`config.mk`:
```
export PLATFORM = sky130hd
export DESIGN_NAME = pipe_vector_harness_flat
export DESIGN_NICKNAME = d
export VERILOG_FILES = /design/src/rtl/pipe_vector_harness_if.sv /design/src/rtl/pipe_vector_harness.sv /design/src/flat_wrapper.sv
export SDC_FILE = /design/constraint.sdc
export NUM_CORES = 1
export LEC_CHECK = 0
export CORE_MARGIN = 3
export CORE_UTILIZATION = 53
export DETAILED_ROUTE_END_ITERATION = 6
export MAX_ROUTING_LAYER = met4
export PLACE_DENSITY_LB_ADDON = 0.25
export SLEW_MARGIN = 20
export SYNTH_ARGS = -nofsm -noshare
export SYNTH_HDL_FRONTEND = slang
export SYNTH_SLANG_ARGS = --single-unit
```
`constraint.sdc`:
```
create_clock -name clk -period 5.7 [get_ports clk]
set_input_delay 1.14 -clock clk [delete_from_list [all_inputs] [get_ports clk]]
set_output_delay 1.14 -clock clk [all_outputs]
set_load 0.02 [all_outputs]
```
`src/rtl/pipe_vector_harness_if.sv`:
```
// Stimulus/response link between the vector harness and the pipelined DUT.
interface pipe_vector_harness_if #(
  parameter int IN_W  = 36,
  parameter int OUT_W = 7
);
  logic [IN_W-1:0]  dut_in;
  logic             dut_valid;
  logic [OUT_W-1:0] dut_out;

  modport master (output dut_in, output dut_valid, input dut_out);
  modport slave  (input dut_in, input dut_valid, output dut_out);
endinterface

```
`src/rtl/pipe_vector_harness.sv`:
```
// Replays stored vectors into a pipelined DUT and checks its masked responses
// LAT cycles later, tracking sticky fail, mismatch count and first failing index.
module pipe_vector_harness #(
  parameter int IN_W  = 36,
  parameter int OUT_W = 7,
  parameter int DEPTH = 10,
  parameter int LAT   = 1,
  localparam int ADDR_W = (DEPTH > 1) ? $clog2(DEPTH) : 1
) (
  input  logic                 clk,
  input  logic                 rst,
  input  logic                 ld_en,
  input  logic [ADDR_W-1:0]    ld_addr,
  input  logic [IN_W-1:0]      ld_vec,
  input  logic [OUT_W-1:0]     ld_exp,
  input  logic [OUT_W-1:0]     ld_mask,
  input  logic [ADDR_W:0]      cfg_count,
  input  logic                 cfg_loop,
  input  logic                 start,
  input  logic                 abort,
  pipe_vector_harness_if.master dut,
  output logic                 busy,
  output logic                 done,
  output logic                 fail,
  output logic [ADDR_W+7:0]    mismatch_cnt,
  output logic [ADDR_W-1:0]    first_fail_idx
);

  localparam logic [ADDR_W:0]   DEPTH_C    = (ADDR_W+1)'(DEPTH);
  localparam logic [ADDR_W:0]   CNT_ONE    = (ADDR_W+1)'(1);
  localparam logic [ADDR_W-1:0] IDX_ONE    = ADDR_W'(1);
  localparam logic [4:0]        LAST_DRAIN = 5'(LAT - 1);
  localparam int unsigned       NSTAGE     = LAT;

  typedef enum logic [1:0] {S_IDLE, S_RUN, S_DRAIN, S_DONE} state_t;

  state_t state_q, state_d;

  logic [IN_W-1:0]   mem_vec  [DEPTH];
  logic [OUT_W-1:0]  mem_exp  [DEPTH];
  logic [OUT_W-1:0]  mem_mask [DEPTH];

  logic [IN_W-1:0]   dut_in_q;
  logic              dut_valid_q;
  logic [ADDR_W-1:0] idx_q;
  logic [ADDR_W:0]   cnt_q;
  logic              loop_q;
  logic [4:0]        drain_q;
  logic              pipe_v   [LAT];
  logic [ADDR_W-1:0] pipe_idx [LAT];

  logic              fail_q;
  logic [ADDR_W+7:0] mis_cnt_q;
  logic [ADDR_W-1:0] first_q;

  logic              idle_like, start_ok, cnt_ok, last, mis;
  logic [ADDR_W-1:0] idx_nxt, tap_idx;

  assign idle_like = (state_q == S_IDLE) || (state_q == S_DONE);
  assign start_ok  = start && !abort && idle_like;
  assign cnt_ok    = (cfg_count != '0) && (cfg_count <= DEPTH_C);
  assign last      = ({1'b0, idx_q} == (cnt_q - CNT_ONE));
  assign idx_nxt   = idx_q + IDX_ONE;
  assign tap_idx   = pipe_idx[LAT-1];
  assign mis       = pipe_v[LAT-1] &&
                     (((dut.dut_out ^ mem_exp[tap_idx]) & mem_mask[tap_idx]) != '0);

  always_comb begin
    state_d = state_q;
    busy    = 1'b0;
    done    = 1'b0;
    case (state_q)
      S_IDLE: if (start_ok) state_d = cnt_ok ? S_RUN : S_DONE;
      S_RUN: begin
        busy = 1'b1;
        if (abort)              state_d = S_IDLE;
        else if (last && !loop_q) state_d = S_DRAIN;
      end
      S_DRAIN: begin
        busy = 1'b1;
        if (abort)                      state_d = S_IDLE;
        else if (drain_q == LAST_DRAIN) state_d = S_DONE;
      end
      S_DONE: begin
        done = 1'b1;
        if (start_ok) state_d = cnt_ok ? S_RUN : S_DONE;
      end
      default: state_d = S_IDLE;
    endcase
  end

  always_ff @(posedge clk) begin
    if (rst) state_q <= S_IDLE;
    else     state_q <= state_d;
  end

  always_ff @(posedge clk) begin
    if (ld_en && idle_like && ({1'b0, ld_addr} < DEPTH_C)) begin
      mem_vec[ld_addr]  <= ld_vec;
      mem_exp[ld_addr]  <= ld_exp;
      mem_mask[ld_addr] <= ld_mask;
    end
  end

  // dut_in is loaded one edge ahead so vector 0 is already live on the first RUN cycle.
  always_ff @(posedge clk) begin
    if (rst) begin
      dut_in_q    <= '0;
      dut_valid_q <= 1'b0;
      idx_q       <= '0;
      cnt_q       <= '0;
      loop_q      <= 1'b0;
      drain_q     <= '0;
    end else begin
      if (start_ok && cnt_ok) begin
        cnt_q       <= cfg_count;
        loop_q      <= cfg_loop;
        idx_q       <= '0;
        dut_in_q    <= mem_vec[0];
        dut_valid_q <= 1'b1;
      end else if (state_q == S_RUN && !abort) begin
        if (last) begin
          idx_q <= '0;
          if (loop_q) begin
            dut_in_q <= mem_vec[0];
          end else begin
            dut_in_q    <= '0;
            dut_valid_q <= 1'b0;
          end
        end else begin
          idx_q    <= idx_nxt;
          dut_in_q <= mem_vec[idx_nxt];
        end
      end else begin
        dut_in_q    <= '0;
        dut_valid_q <= 1'b0;
      end
      if (state_q == S_DRAIN) drain_q <= drain_q + 5'd1;
      else                    drain_q <= '0;
    end
  end

  always_ff @(posedge clk) begin
    if (rst || (busy && abort)) begin
      for (int unsigned k = 0; k < NSTAGE; k++) begin
        pipe_v[k]   <= 1'b0;
        pipe_idx[k] <= '0;
      end
    end else begin
      pipe_v[0]   <= dut_valid_q;
      pipe_idx[0] <= idx_q;
      for (int unsigned k = 1; k < NSTAGE; k++) begin
        pipe_v[k]   <= pipe_v[k-1];
        pipe_idx[k] <= pipe_idx[k-1];
      end
    end
  end

  always_ff @(posedge clk) begin
    if (rst || start_ok) begin
      fail_q    <= 1'b0;
      mis_cnt_q <= '0;
      first_q   <= '0;
    end else if (mis && !abort) begin
      if (mis_cnt_q != '1) mis_cnt_q <= mis_cnt_q + 1'b1;
      if (!fail_q) begin
        fail_q  <= 1'b1;
        first_q <= tap_idx;
      end
    end
  end

  assign dut.dut_in     = dut_in_q;
  assign dut.dut_valid  = dut_valid_q;
  assign fail           = fail_q;
  assign mismatch_cnt   = mis_cnt_q;
  assign first_fail_idx = first_q;

endmodule
```
`src/flat_wrapper.sv`:
```
// flat-port wrapper written by rule: the top's interface ports become plain ports
module pipe_vector_harness_flat 
#(
  parameter int IN_W  = 36,
  parameter int OUT_W = 7,
  parameter int DEPTH = 10,
  parameter int LAT   = 1,
  localparam int ADDR_W = (DEPTH > 1) ? $clog2(DEPTH) : 1
)
  (clk, rst, ld_en, ld_addr, ld_vec, ld_exp, ld_mask, cfg_count, cfg_loop, start, abort, busy, done, fail, mismatch_cnt, first_fail_idx, dut_dut_in, dut_dut_valid, dut_dut_out);
  pipe_vector_harness_if #(.IN_W(IN_W), .OUT_W(OUT_W)) dut_i ();
  input  logic clk;
  input  logic rst;
  input  logic ld_en;
  input  logic [ADDR_W-1:0] ld_addr;
  input  logic [IN_W-1:0] ld_vec;
  input  logic [OUT_W-1:0] ld_exp;
  input  logic [OUT_W-1:0] ld_mask;
  input  logic [ADDR_W:0] cfg_count;
  input  logic cfg_loop;
  input  logic start;
  input  logic abort;
  output logic busy;
  output logic done;
  output logic fail;
  output logic [ADDR_W+7:0] mismatch_cnt;
  output logic [ADDR_W-1:0] first_fail_idx;
  output wire logic [$bits(dut_i.dut_in)-1:0] dut_dut_in;
  output wire logic [$bits(dut_i.dut_valid)-1:0] dut_dut_valid;
  input wire logic [$bits(dut_i.dut_out)-1:0] dut_dut_out;
  assign dut_dut_in = dut_i.dut_in;
  assign dut_dut_valid = dut_i.dut_valid;
  assign dut_i.dut_out = dut_dut_out;
  pipe_vector_harness #(.IN_W(IN_W), .OUT_W(OUT_W), .DEPTH(DEPTH), .LAT(LAT)) u_core (.clk(clk), .rst(rst), .ld_en(ld_en), .ld_addr(ld_addr), .ld_vec(ld_vec), .ld_exp(ld_exp), .ld_mask(ld_mask), .cfg_count(cfg_count), .cfg_loop(cfg_loop), .start(start), .abort(abort), .dut(dut_i), .busy(busy), .done(done), .fail(fail), .mismatch_cnt(mismatch_cnt), .first_fail_idx(first_fail_idx));
endmodule
```
==> results of run 1 <==
## Yosys cell counts (6+ instances only)
cell      instances
or3_1             7
nor2b_1          40
nand2b_1          7
nand4_1           6
a211oi_1         74
nand2_1          23
edfxtp_1        500
and2_1            8
inv_1            12
nor2_1           70
dfxtp_1          76
a21oi_1          51
xor2_1           27
clkbuf_1         42
ha_1              9
mux2i_1          58
nand3_1          13
buf_1             9
buf_2             8
mux4_2           99
## area by class of cell
class                      instances  area (µm²)
multi-input combinational        557        5440
timing repair buffer             155        1480
antenna                            1        2.50
fill                            2892       15200
clock buffer                      79        1580
tap                              532         666
clock inverter                    25         170
sequential                       576       16500
inverter                          12        45.0
## metal layers
metal  vias up  share of wire (%)
met1      5956                 44
met5         -                  0
li1       5140                  -
met3        58                5.2
met2       352                 49
met4         0                1.6
## cells by family after synthesis
logic type / after synthesis / synth area share, %
buffers and inverters: 75 / 1.42
AOI/OAI and AO/OA: 159 / 4.82
adders and majority gates: 9 / 0.508
xor gates and xnor gates: 31 / 1.22
and+or+nand+nor: 200 / 4.65
muxes: 158 / 12.8
DFF: 576 / 74.6
## path summary, 6_finish.rpt
path	end	slack (ps)	depth (start not counted)	from
min reg2reg	u_core.cnt_q[4]$_SDFFE_PP0P_	450	2	u_core.cnt_q[4]$_SDFFE_PP0P_
max reg2reg	u_core.mismatch_cnt[11]$_SDFFE_PP0P_	2160	8	u_core.pipe_idx[0][0]$_SDFF_PP0_
max	u_core.mismatch_cnt[11]$_SDFFE_PP0P_	2160	8	u_core.pipe_idx[0][0]$_SDFF_PP0_
min	u_core.cnt_q[4]$_SDFFE_PP0P_	450	2	u_core.cnt_q[4]$_SDFFE_PP0P_
## registers in the layout (all words and copies together), names as in the netlist, 5 cells and up
register / flops
u_core.dut.dut_in: 36
u_core.cnt_q: 5
u_core.mem_vec: 360
u_core.mismatch_cnt: 12
u_core.mem_mask: 70
u_core.mem_exp: 70
u_core.drain_q: 5
## power groups by stage
stage	clock [µW]	combinational [µW]	sequential, µW
finish	3500	967	4770
global route	3760	1050	4780
CTS	3570	982	4780
detailed placement	0	974	4860
global placement	0	962	4860
floorplan	0	634	4860
## through the flow
stage / cell area (µm²) / util, % / total power [µW] / hold WS, ps / setup slack [ps]
after floorplan: 22200 / - / 5490 / 421 / 193
after global placement: 24200 / 58.8 / 5820 / 433 / 1900
after CTS: 25900 / 63.1 / 9330 / 446 / 2090
after detailed placement: 24200 / 58.8 / 5840 / 437 / 1900
after global routing: 25900 / 63.1 / 9600 / 474 / 1780
final: 25900 / 63.1 / 9240 / 447 / 2160
## worst max-delay path: cells and delay by family (launching register included)
family / cells / cell delay [ps]
AND/OR/NAND/NOR: 2 / 940
flip-flops: 1 / 870
multiplexers: 3 / 910
AO/OA/AOI/OAI: 1 / 150
buffers and inverters: 1 / 350
XOR/XNOR: 1 / 180
## cells in the final DEF (no fill, tap or decap), types with 3 or more instances in the layout
cell type / count
a211oi_1: 74
a21oi_1: 51
a22oi_1: 5
and2_1: 8
and3_1: 5
buf_4: 28
clkbuf_1: 15
clkbuf_16: 57
clkbuf_8: 7
clkdlybuf4s50_1: 127
clkinv_1: 9
clkinv_2: 11
dfxtp_1: 74
edfxtp_1: 500
ha_1: 8
inv_1: 12
mux2i_1: 58
mux4_2: 99
nand2_1: 22
nand2b_1: 7
nand3_1: 13
nand4_1: 6
nand4b_1: 3
nor2_1: 63
nor2_4: 7
nor2b_1: 40
nor3_2: 3
o21ai_0: 3
o22ai_1: 3
o311ai_0: 5
o31ai_1: 5
or3_1: 7
or4_1: 5
xnor2_1: 4
xor2_1: 25
==> results.ini, run 1 <==
[synthesis]
yosysUniqueCellTypes=49
netlist_top_cells_area=edfxtp_1 68%, mux4_2 10%, dfxtp_1 6.9%
syn_area_um2=22200
synth_flop_cell=edfxtp_1
syn_avg_cell_area_um2=18.4
ys_seq_area_share_pct=74.6
yosysWarnings=0
synth_top_area_share_pct=67.7
synth_top_cell_by_area=edfxtp_1
synth-seq-cells=576
synthesis.nets=1289
synth_edf_count=500
async_flop_share_pct=0
syn_inst=1208

[global_routing]
grt_antenna_before_repair=1
grt-ovfl-total=0
gr-usage-met1_pct=29.8
grt_pass1_vias=11600
grt_pass1_wl_um=69900
grt_util_met2_pct=33.7
grt_use_met3_pct=3.41
top_usage_layer=met2
grt_start_max_net_pins=74
grt_util_all_layers_pct=21.3

[final_layout]
stdcell_count=1937
area_delta_synth_final_pct=16.9
drive_gt1_share_pct=16.1
fin_nets=1439

[job]
max_cap_viol_count=0

[floorplan]
ios=128
core_um2=41100
start_util_pct=53.9
dieWidth_um=211
num_rows=74
die_h_um=211
die_area_um2=44300

[worst_setup_path]
criticalPathCategory=reg -> reg
cp_max_fo=23
cpMaxStageDelayCell=dfxtp_2
critPathMaxStageDelay_ps=870
path_cells=buf_4 -> mux4_2 -> mux2i_1 -> xor2_1 -> o22ai_1 -> nor4_4 -> nor3_1 -> mux2i_1
crit_top_cell=mux2i_1
start_kind=register
end_kind=register
critPathRequiredTime_ps=6160
cp.arrival_ps=4000

[min_path]
worstHoldPathType=reg -> reg

[sta]
final-max-slew-violation-count=0
clock-skew-final_ps=9.91
hold_viol=0
setup-violations-final=0
grt_setup_unrepaired=false
setup_tns_ps=0
worst_slew_pin_slew_ps=1080
fin_crit_sh_pct=62.0
fin_crit_ps=3540
maxSlewHeadroom_pct=27.5
max_freq_mhz=283

[placement]
hpwl_um=26100
gp_congestion=0.783
io_buffers=127
post-place-cells=1832

[drt]
vias=11500
wl_um=45200
drcViolationCount=0
via_per_inst=5.94
drt_iter0_drc=1059
wl_per_cell_um=23.4
first_pass_iters=5
ant_nets=0

[cts]
cts.hold.buffers_added=0
numCtsBuffers=56
cts_setup_buffers=0
htree_levels=2
cts-root-buf=clkbuf_16
clk_pin_slew_ps=60
cts_tree=yes
cts_resized=0
clk_path_buf_depth=3
cts_sinks=576
clk-insertion-delay-late_ps=580

[power]
pwr-share-comb_pct=10.5
vdd_ir_drop_max_mv=0.242
power.density_nw_per_um2=356
power_leakage_uw=0.00806
p_seq_share_pct=51.7
p_int_uw=7150
clockPowerShare_pct=37.9
p_switching_uw=2090
switching_share_pct=22.6

[outcome]
status=finished clean

Power figures use the tool's default switching activity.
==> run 2, diff against run 1 <==
Settings changed: CORE_UTILIZATION 53 to 59.
Clock period 5.7 ns to 3.33 ns, I/O delays scaled along.
==> results.ini, run 2 (synthesis gave the netlist of run 1 again) <==
[worst_setup_path]
cp_max_fo=19  ; -17%
cp.arrival_ps=3470  ; -530 ps
cpMaxStageDelayCell=dfxtp_2
critPathRequiredTime_ps=3850  ; -2310 ps
critPathMaxStageDelay_ps=550  ; -320 ps
end_kind=register
cp-startpoint=u_core.pipe_idx[0][0]$_SDFF_PP0_
start_kind=register
reg2reg_depth=9  ; +1
r2r_start=u_core.pipe_idx[0][0]$_SDFF_PP0_
criticalPathCategory=reg -> reg
crit_top_cell=buf_4
path_cells=buf_4 -> mux4_2 -> mux2i_1 -> xor2_1 -> o22ai_1 -> nor4_4 -> buf_4 -> or4_1 -> a21oi_1
endpoint=u_core.mismatch_cnt[8]$_SDFFE_PP0P_
r2r_slack_ps=390  ; -1780 ps
r2r-end=u_core.mismatch_cnt[8]$_SDFFE_PP0P_

[power]
clockPowerShare_pct=38.7  ; +0.8 points
p_total_uw=16100  ; +74%
p_seq_share_pct=50.4  ; -1.3 points
power.density_nw_per_um2=615  ; +73%
vdd_ir_drop_max_mv=0.502  ; +110%
pwr-share-comb_pct=10.8  ; +0.3 points
p_switching_uw=3620  ; +73%
power_leakage_uw=0.00820  ; +1.7%
switching_share_pct=22.4  ; -0.20 points
p_int_uw=12500  ; +75%

[floorplan]
die_h_um=200  ; -5.1%
die_area_um2=39900  ; -9.9%
ios=128  ; unchanged
start_util_pct=60.3  ; +6.3 points
dieWidth_um=200  ; -5.1%
num_rows=70  ; -5.4%
core_um2=36800  ; -11%

[min_path]
holdPathStages=2  ; unchanged
worstHoldPathType=reg -> reg

[cts]
clk-insertion-delay-late_ps=590  ; about the same
cts-root-buf=clkbuf_16
clk_pin_slew_ps=60  ; about the same
cts_setup_buffers=0  ; unchanged
cts.hold.buffers_added=0  ; unchanged
htree_levels=2  ; unchanged
cts_resized=0  ; unchanged
clk_path_buf_depth=3  ; unchanged
cts_tree=yes
cts_sinks=576  ; unchanged
numCtsBuffers=56  ; unchanged

[sta]
worst_slew_pin_slew_ps=957  ; -128 ps
grt_setup_unrepaired=false
setup-violations-final=0  ; unchanged
fin_crit_sh_pct=88.3  ; +26 points
hold_viol=0  ; unchanged
hold_slack_ps=463  ; +15.6 ps
fin_crit_ps=2940  ; -594 ps
clock-skew-final_ps=11.3  ; +1.44 ps
final-max-slew-violation-count=0  ; unchanged
maxSlewHeadroom_pct=36.0  ; +8.4 points
max_freq_mhz=340  ; +20%

[outcome]
status=finished clean

[final_layout]
largest_register=u_core.mem_vec
fin_nets=1444  ; +0.35%
final_cell_mix=500 x edfxtp_1, 127 x clkdlybuf4s50_1, 99 x mux4_2, 74 x a211oi_1, 74 x dfxtp_1
final_common_cell=edfxtp_1
largest_reg_flops=360  ; unchanged
area_delta_synth_final_pct=18.2
drive_gt1_share_pct=16.7  ; +0.63 points
fin_util_pct=71.3  ; +8.2 points
reg.largest.list=u_core.mem_vec: 360 flops, u_core.mem_exp: 70 flops, u_core.mem_mask: 70 flops

[drt]
ant_nets=0  ; unchanged
drt_iter0_drc=1081  ; +2.1%
via_per_inst=6.27  ; +5.6%
vias=11800  ; +2.5%
wl_um=46200  ; +2.2%
drcViolationCount=0  ; unchanged
first_pass_iters=5  ; unchanged
wl_per_cell_um=24.6  ; +5.3%

[global_routing]
grt_pass1_vias=12000  ; +3.5%
grt_antenna_before_repair=0  ; -1
grt_pass1_wl_um=70300  ; +0.57%
grt_util_all_layers_pct=24.4  ; +3.1 points
grt-ovfl-total=0  ; unchanged
grt_start_max_net_pins=109  ; +47%

[placement]
hpwl_um=24500  ; -6.3%
gp_congestion=0.784  ; +0.13%
io_buffers=127  ; unchanged

[job]
max_cap_viol_count=0  ; unchanged

-- run 2: changes by cell type in the layout (fill, tap and decap cells not counted), moves of 3 or more --
cell       delta
nor3_2        -3
bufinv_16     +3
clkinv_1      -6
buf_12       +18
nor3_4        +3
buf_4        -13
clkbuf_1      +3
-- run 2: worst max-delay path, delay by kind of cell (launching register included) --
family                 cells  cell delay, ps
AO/OA/AOI/OAI              2             460
AND/OR/NAND/NOR            2             560
multiplexers               2             710
flip-flops                 1             550
buffers and inverters      2             510
XOR/XNOR                   1              90
-- run 2: power by group through the flow --
stage                     Combinational, µW  Sequential, µW  Clock, µW
after floorplan                        1090            8300          0
after global placement                 1720            8270          0
after detailed placement               1750            8280          0
after CTS                              1770            8130       6350
after global routing                   1900            8140       6630
final                                  1750            8130       6240
-- run 2: how the worst min path moves through the flow --
stage / startpoint / to / slack (ps)
floorplan: u_core.cnt_q[4]$_SDFFE_PP0P_ / u_core.cnt_q[4]$_SDFFE_PP0P_ / 420
global placement: u_core.cnt_q[4]$_SDFFE_PP0P_ / u_core.cnt_q[4]$_SDFFE_PP0P_ / 430
detailed placement: u_core.loop_q$_SDFFE_PP0P_ / u_core.loop_q$_SDFFE_PP0P_ / 450
CTS: u_core.loop_q$_SDFFE_PP0P_ / u_core.loop_q$_SDFFE_PP0P_ / 460
global route: u_core.cnt_q[4]$_SDFFE_PP0P_ / u_core.cnt_q[4]$_SDFFE_PP0P_ / 480
finish: u_core.loop_q$_SDFFE_PP0P_ / u_core.loop_q$_SDFFE_PP0P_ / 460
-- run 2: cell type report --
cell class                 instances  area (µm²)
clock buffer                      81        1580
fill                            2255       10600
inverter                          12        45.0
multi-input combinational        557        5460
tap                              468         586
timing repair buffer             160        1740
antenna                            1        2.50
sequential                       576       16500
clock inverter                    25         260
-- run 2: metrics by stage --
stage,TNS [ps],worst slack [ps],cell area [µm²],cells
after detailed placement,0,269,24400,1773
after floorplan,-82270,-449,22200,1208
final,0,388,26200,1880
after global routing,0,168,26200,1879
after global placement,0,333,24400,1773
after CTS,0,360,26200,1879
-- run 2: layer usage --
metal / vias up / track usage, % / share of wire (%)
li1: 5165 / - / -
met1: 6061 / 34.2 / 42
met2: 479 / 37.0 / 48
met3: 86 / 4.78 / 7.5
met4: 0 / 7.78 / 2.5
met5: - / - / 0
==> run 3, diff against run 2 <==
Settings changed: CORE_UTILIZATION 59 to 53, GPL_ROUTABILITY_DRIVEN from default to 0.
Clock period 3.33 ns to 2.7 ns, I/O delays scaled along.
==> results.ini, run 3 (synthesis gave the netlist of run 1 again) <==
[sta]
fin_crit_sh_pct=98.2  ; +9.8 points
layout_setup_ws_ps=49.7  ; -338 ps
hold_viol=0  ; unchanged
final-max-slew-violation-count=0  ; unchanged
fin_crit_ps=2650  ; -292 ps
worst_slew_pin_slew_ps=942  ; -14.8 ps
maxSlewHeadroom_pct=37.0  ; +0.99 points
clock-skew-final_ps=19.1  ; +7.72 ps
max_freq_mhz=377  ; +11%
grt_setup_unrepaired=true
setup-violations-final=0  ; unchanged

[final_layout]
fin_area_um2=26800  ; +2.3%
fillCellCount=2810  ; +25%
area_delta_synth_final_pct=20.9
final_cell_mix=500 x edfxtp_1, 127 x clkdlybuf4s50_1, 99 x mux4_2, 74 x a211oi_1, 73 x dfxtp_1
fin_nets=1487  ; +3.0%
register_area_um2=16500  ; about the same
largest_register=u_core.mem_vec
multiInputGateArea_um2=5520  ; +1.1%
largest_reg_flops=360  ; unchanged
final_common_cell=edfxtp_1
reg.largest.list=u_core.mem_vec: 360 flops, u_core.mem_exp: 70 flops, u_core.mem_mask: 70 flops
stdcell_count=1989  ; +5.8%
drive_gt1_share_pct=19.8  ; +3.1 points

[outcome]
status=finished clean

[floorplan]
die_area_um2=44300  ; +11%
die_h_um=211  ; +5.3%
core_um2=41100  ; +12%
start_util_pct=53.9  ; -6.3 points
num_rows=74  ; +5.7%
dieWidth_um=211  ; +5.3%
ios=128  ; unchanged

[cts]
cts.hold.buffers_added=0  ; unchanged
cts_tree=yes
numCtsBuffers=57  ; +1.8%
clk_path_buf_depth=3  ; unchanged
clk-insertion-delay-late_ps=610  ; +20 ps
clk_pin_slew_ps=60  ; about the same
htree_levels=2  ; unchanged
cts_sinks=576  ; unchanged
cts-root-buf=clkbuf_16

[drt]
wl_per_cell_um=23.3  ; -5.1%
vias=11800  ; -0.18%
wl_um=46400  ; +0.45%
first_pass_iters=5  ; unchanged
drcViolationCount=0  ; unchanged
drt_iter0_drc=1007  ; -6.8%
ant_nets=0  ; unchanged
via_per_inst=5.92  ; -5.6%

[placement]
post-place-ws_ps=-147  ; -416 ps
io_buffers=127  ; unchanged
hpwl_um=26500  ; +8.1%
post-place-cells=1878  ; +5.9%
postPlaceCellArea_um2=24900  ; +2.1%

[min_path]
worstHoldPathType=reg -> reg

[global_routing]
grt_pass1_vias=12100  ; +0.88%
grt_pass1_wl_um=72100  ; +2.6%
grt-ovfl-total=0  ; unchanged
grt_start_max_net_pins=74  ; -32%
grt_antenna_before_repair=4  ; +4
grt_util_all_layers_pct=22.0  ; -2.4 points

[power]
power.density_nw_per_um2=747  ; +22%
power_leakage_uw=0.00845  ; +3.1%
vdd_ir_drop_max_mv=0.584  ; +16%

[worst_setup_path]
cp_max_fo=6  ; -13
end_kind=register
criticalPathCategory=reg -> reg
critPathRequiredTime_ps=3230  ; -620 ps
start_kind=register
cp.arrival_ps=3180  ; -290 ps

[job]
max_cap_viol_count=0  ; unchanged

-- run 3: layer usage --
metal,GRT usage (%),vias up,wire [µm]
met5,-,-,0
met4,6.12,0,806
met3,3.62,68,2590
met2,34.3,381,22900
met1,30.6,6059,20100
li1,-,5262,-
-- run 3: critical path, stage by stage (launching register included) --
cell and delay [ps]:
dfxtp_4 410, buf_12 140, mux4_2 500, mux2i_1 200, xor2_1 270, o21bai_2 140, or4_4 500, buf_6 150
nand3_1 70, mux2i_1 190
-- run 3: final timing paths --
check	cells past startpoint	start	end	slack (ps)
setup / recovery	9	u_core.pipe_idx[0][0]$_SDFF_PP0_	u_core.mismatch_cnt[5]$_SDFFE_PP0P_	50
hold / removal	2	u_core.loop_q$_SDFFE_PP0P_	u_core.loop_q$_SDFFE_PP0P_	470
setup reg to reg	9	u_core.pipe_idx[0][0]$_SDFF_PP0_	u_core.mismatch_cnt[5]$_SDFFE_PP0P_	50
hold reg to reg	2	u_core.loop_q$_SDFFE_PP0P_	u_core.loop_q$_SDFFE_PP0P_	470
-- run 3: through the flow --
step	TNS (ps)	utilization (%)	hold WS (ps)	total power (µW)
after floorplan	-36440	-	421	11600
after global placement	-139	60.6	433	12500
after detailed placement	-1260	60.6	463	12500
after CTS	0	65.1	472	20200
after global routing	-302	65.2	490	20700
final	0	65.2	467	20000
-- run 3: timing repair --
item                                   CTS  global route
endpoints found under the hold margin    0             0
setup endpoints to repair               14            15
cloned                                   0             1
resized for setup                        9             6
pin swaps                                0             7
setup buffers                            0             0
-- run 3: final cells by class --
cell class	count	share of cell area, %
multi-input cells	557	20.6
diodes	4	0.0373
repair buffers	202	8.18
clock buffers	65	5.43
well taps	532	2.48
clock inverters	41	1.40
inverters	12	0.168
flip-flops and latches	576	61.7
-- run 3: report_power, final --
group          internal [µW]  switching (µW)
clock                   4450            3220
combinational           1080            1250
sequential              9940            85.6
total                  15500            4560
